--- src/rtl/score_tracker.sv ---
// Score tracker: counts goal-light wins per player, drives 7-segment digits
// and holds the playfield in reset between points and after match end.
module score_tracker #(
   parameter int NUM_PLAYERS = 2,
   parameter int MATCH_POINT = 7,
   parameter int COOLDOWN    = 4
) (
   input  logic                     clk,
   input  logic                     reset,
   input  logic [NUM_PLAYERS-1:0]   round_win,
   input  logic                     new_match,
   output logic [4*NUM_PLAYERS-1:0] scores,
   output logic [7*NUM_PLAYERS-1:0] numbers,
   output logic                     reset_play,
   output logic                     match_over,
   output logic [1:0]               champion
);

   typedef enum logic [1:0] {
      S_PLAY,
      S_COOL,
      S_OVER
   } state_t;

   state_t state_q, state_d;

   logic [NUM_PLAYERS-1:0] rw_q;
   logic [NUM_PLAYERS-1:0] rise;
   logic [7:0]             cnt_q;
   logic [3:0]             sc_q [NUM_PLAYERS];
   logic                   award;
   logic                   hit;
   logic [1:0]             win_idx;
   logic                   cool_done;
   logic                   rp_d;
   logic                   mo_d;

   // Only a single clean rising edge scores; ties score nothing.
   always_comb begin
      rise    = round_win & ~rw_q;
      award   = (state_q == S_PLAY) && $onehot(rise);
      win_idx = 2'd0;
      hit     = 1'b0;
      for (int i = 0; i < NUM_PLAYERS; i++) begin
         if (rise[i]) begin
            win_idx = 2'(i);
            hit     = (sc_q[i] == 4'(MATCH_POINT - 1));
         end
      end
   end

   assign cool_done = (cnt_q == 8'(COOLDOWN - 1));

   always_ff @(posedge clk or negedge reset) begin
      if (!reset) begin
         state_q <= S_PLAY;
      end else begin
         state_q <= state_d;
      end
   end

   always_comb begin
      state_d = state_q;
      case (state_q)
         S_PLAY: if (award) state_d = hit ? S_OVER : S_COOL;
         S_COOL: if (cool_done) state_d = S_PLAY;
         S_OVER: if (new_match) state_d = S_COOL;
         default: state_d = S_PLAY;
      endcase
   end

   always_comb begin
      rp_d = (state_d != S_PLAY);
      mo_d = (state_d == S_OVER);
   end

   always_ff @(posedge clk or negedge reset) begin
      if (!reset) begin
         rw_q       <= '0;
         cnt_q      <= 8'd0;
         reset_play <= 1'b1;
         match_over <= 1'b0;
         champion   <= 2'd0;
         for (int i = 0; i < NUM_PLAYERS; i++) begin
            sc_q[i] <= 4'd0;
         end
      end else begin
         rw_q       <= round_win;
         reset_play <= rp_d;
         match_over <= mo_d;
         if (state_q == S_COOL && !cool_done) begin
            cnt_q <= cnt_q + 8'd1;
         end else begin
            cnt_q <= 8'd0;
         end
         if (award && hit) begin
            champion <= win_idx;
         end
         for (int i = 0; i < NUM_PLAYERS; i++) begin
            if (award && rise[i]) begin
               sc_q[i] <= sc_q[i] + 4'd1;
            end else if (state_q == S_OVER && new_match) begin
               sc_q[i] <= 4'd0;
            end
         end
      end
   end

   function automatic logic [6:0] seg7(input logic [3:0] v);
      case (v)
         4'd0: seg7 = 7'b1000000;
         4'd1: seg7 = 7'b1111001;
         4'd2: seg7 = 7'b0100100;
         4'd3: seg7 = 7'b0110000;
         4'd4: seg7 = 7'b0011001;
         4'd5: seg7 = 7'b0010010;
         4'd6: seg7 = 7'b0000010;
         4'd7: seg7 = 7'b1111000;
         4'd8: seg7 = 7'b0000000;
         4'd9: seg7 = 7'b0010000;
         default: seg7 = 7'b1111111;
      endcase
   endfunction

   for (genvar g = 0; g < NUM_PLAYERS; g++) begin : g_out
      assign scores[4*g +: 4]  = sc_q[g];
      assign numbers[7*g +: 7] = seg7(sc_q[g]);
   end

endmodule

--- config.mk ---
export PLATFORM = sky130hd
export DESIGN_NAME = score_tracker
export DESIGN_NICKNAME = d
export VERILOG_FILES = /design/src/rtl/score_tracker.sv
export SDC_FILE = /design/constraint.sdc
export NUM_CORES = 1
export LEC_CHECK = 0
export BUFFER_PORTS_ARGS = -buffer_cell sky130_fd_sc_hd__buf_4
export CAP_MARGIN = 20
export CORE_MARGIN = 2
export CORE_UTILIZATION = 53
export CTS_CLUSTER_DIAMETER = 120
export CTS_CLUSTER_SIZE = 10
export DETAILED_ROUTE_END_ITERATION = 8
export GPL_ROUTABILITY_DRIVEN = 0
export HOLD_SLACK_MARGIN = 0.03
export PLACE_DENSITY = 0.78
export SYNTH_ARGS = -nofsm -noshare
export SYNTH_HDL_FRONTEND = slang
export SYNTH_SLANG_ARGS = --single-unit
--- constraint.sdc ---
create_clock -name clk -period 1.9 [get_ports clk]
set_input_delay 0.285 -clock clk [delete_from_list [all_inputs] [get_ports clk]]
set_output_delay 0.285 -clock clk [all_outputs]
set_load 0.05 [all_outputs]
==> impl_metrics.tcl <==
set metrics [dict create \
    status "complete, but fails checks" \
    violations "setup timing" \
    synth_xor_area_share_pct 4.28 \
    clkLatencyLatePin_ns 0.31 \
    highest_layer "met4" \
    grt_max_degree 24 \
    drt_iter0_markers 67 \
    layoutNonFillerInstCount 235 \
    holdWs_ns 0.0808 \
    drc 0 \
    syn-instance-count 162 \
    num_rows 18 \
    ys_dominant_reg_cell "dfrtp_1" \
    setup_ws_ns -0.0795 \
    avgViaCountPerCell 5.80 \
    wl_met3_um 172 \
    drt-met1-wl_um 1610 \
    worstPathRequired_ns 1.62 \
    overflow 0 \
    syn_nets 178 \
    end_kind "output port" \
    criticalPathCategory "reg2out" \
    cts_tree "built" \
    dp.cells 218 \
    wire_per_inst_um 16.9 \
    cp.arrival_ns 1.69 \
    ys_warn_count 0 \
    worstPathMaxFanout 3 \
    yosys.area.top_type "dfrtp_1" \
    h-tree-depth 1 \
    antenna_left 0 \
    fin_crit_sh_pct 104 \
    synth.most_common_cell "dfrtp_1" \
    io_buffer_count 29 \
    clock-sinks 23 \
    synth_edf_count 0 \
    die_h_um 56.0 \
    rsz0062_at_grt "true" \
    ys_ff_latch 23 \
    grtUsageTotal_pct 21.5 \
    grt_antenna_before_repair 0 \
    synth_area_leaders "dfrtp_1 (38%), ha_1 (9.6%), nand3_1 (4.5%)" \
    synth_compound_area_share_pct 14.7 \
    core-area_um2 2520 \
    clock_path_buffers 2 \
    setup_violations 3 \
    placed_cell_area_um2 1770 \
    yosys.area_share.simple_pct 25.7 \
    final_area_um2 2070 \
    synthAdderAreaFrac_pct 9.60 \
    vias 1363 \
    synth_top_cell_area_share_pct 38.4 \
    wl_um 3970 \
    die_area_um2 3140 \
    fin_nets 222 \
    synth_cell_types 33 \
    grt_pass1_vias 1315 \
    start_util_pct 56.8 \
    async_reset_ff_share_pct 100 \
    syn_avg_cell_area_um2 8.85 \
    hpwl_um 2190 \
    die_w_um 56.0 \
    max_freq_mhz 505 \
    wl_met2_um 2070 \
    syn_area_um2 1430 \
    startpoint_type "flop" \
    fin_skew_ns 0.00158 \
    grt_pass1_wl_um 5390 \
    clk_pin_slew_ns 0.12 \
    dr.pass1.iters 4 \
    cts_buffers 3 \
    n_fill_cell 151 \
    hold_violations 0 \
    synth.top_cells.by_count "dfrtp_1 (22), nor2_1 (17), nand2_1 (13), nand3_1 (13), o21ai_0 (13)" \
    pin_count 31 \
    layout-drive-gt1-share_pct 53.2 \
    synth_mux_area_share_pct 0.698 \
    area_growth_pct 44.5 \
    hp-class "in2reg" \
    drv_slew 0 \
    min_period_ns 1.98 \
    diodes 0 \
    synth.yosys.seq_area_share_pct 40.2 \
    maxCapViolations 0 \
    cts_root_buffer "clkbuf_4" \
    synth_top_family_by_area "simple AND/OR/NAND/NOR gates" \
]
-- registers in the layout, indices dropped and copies added (netlist names) --
| signal | cells |
|---|---|
| champion | 1 |
| cnt_q | 8 |
| match_over | 1 |
| reset_play | 1 |
| rw_q | 2 |
| scores | 8 |
| state_q | 2 |
-- kinds of logic (layout without fill, tap and decap cells) --
| group | count (synthesis) | count (layout) |
|---|---|---|
| multiplexers | 1 | 1 |
| flip-flops | 23 | 23 |
| adder cells (fa/ha/maj) | 11 | 11 |
| AO/OA/AOI/OAI | 35 | 35 |
| other | 1 | 1 |
| AND/OR/NAND/NOR | 68 | 68 |
| XOR/XNOR | 7 | 7 |
| buffers and inverters | 16 | 59 |
-- worst max-delay path, stage by stage, from the launching register on --
cell	delay, ns
dfrtp_2	0.45
buf_4	0.15
ha_2	0.18
a21oi_2	0.17
nor2_2	0.08
a31oi_4	0.17
buf_6	0.18
-- repair_timing --
| action | 4_1_cts | 5_1_grt |
|---|---|---|
| setup buffers | 8 | 4 |
| endpoints found under the hold margin | 22 | 0 |
| endpoints found under the setup margin | 10 | 14 |
| resized for setup | 23 | 30 |
| hold buffers | 1 | 0 |
| pin swaps | 5 | 3 |
-- worst paths after layout --
kind,start,endpoint,slack [ns],cells past startpoint
setup / recovery,scores[1]$_DFFE_PN0P_,numbers[4],-0.08,6
hold / removal,round_win[0],rw_q[0]$_DFF_PN0_,0.08,1
setup reg to reg,scores[0]$_DFFE_PN0P_,state_q[0]$_DFF_PN0_,0.18,6
hold reg to reg,cnt_q[0]$_DFF_PN0_,cnt_q[0]$_DFF_PN0_,0.51,1
max in group asynchronous,reset,reset_play$_DFF_PN1_,1.24,2
min in group asynchronous,reset,cnt_q[3]$_DFF_PN0_,0.38,2
-- cell type report --
type,count,area (um2),area share [%]
Multi-Input combinational cell,123,1000,48.2
Timing Repair Buffer,44,378,18.2
Tap cell,30,37.5,1.81
Inverter,11,43.8,2.11
Clock buffer,4,26.3,1.27
Sequential cell,23,587,28.3
-- metal layers --
layer / vias up / GRT usage, %
met5: - / 0
met4: 0 / 11.2
met3: 17 / 1.86
met2: 61 / 38.3
met1: 642 / 25.6
li1: 643 / -
-- placed cells by master, fill, tap and decap left out, types with 2 or more instances in the layout --
master,instances
buf_4,31
dfrtp_1,14
nand3_1,13
buf_6,12
nand2_1,11
nor2_1,10
dfrtp_2,8
o21ai_0,7
xor2_1,6
a21oi_2,6
nor2_2,6
nand2b_1,5
inv_1,5
a31o_2,5
inv_2,5
ha_1,5
o21ai_2,4
nand2b_4,3
and3_1,3
a21oi_4,3
a21oi_1,3
ha_4,3
ha_2,3
clkbuf_4,3
o21ai_1,2
or2_2,2
nor2_4,2
nor3b_1,2
nand2_2,2
or2_4,2
nand3b_1,2
o211ai_1,2
-- through the flow --
| step | setup TNS [ns] | setup WS, ns | util [%] |
|---|---|---|---|
| after floorplan | -0.0700 | -0.0442 | - |
| after global placement | 0 | 0.242 | 70.3 |
| after detailed placement | 0 | 0.185 | 70.3 |
| after CTS | -0.00850 | -0.00850 | 77.1 |
| after global routing | -0.400 | -0.110 | 82.1 |
| final | -0.0895 | -0.0795 | 82.1 |
Power is not shown: default switching activity piles up to over one toggle a cycle in this logic, so the estimate is an artifact.
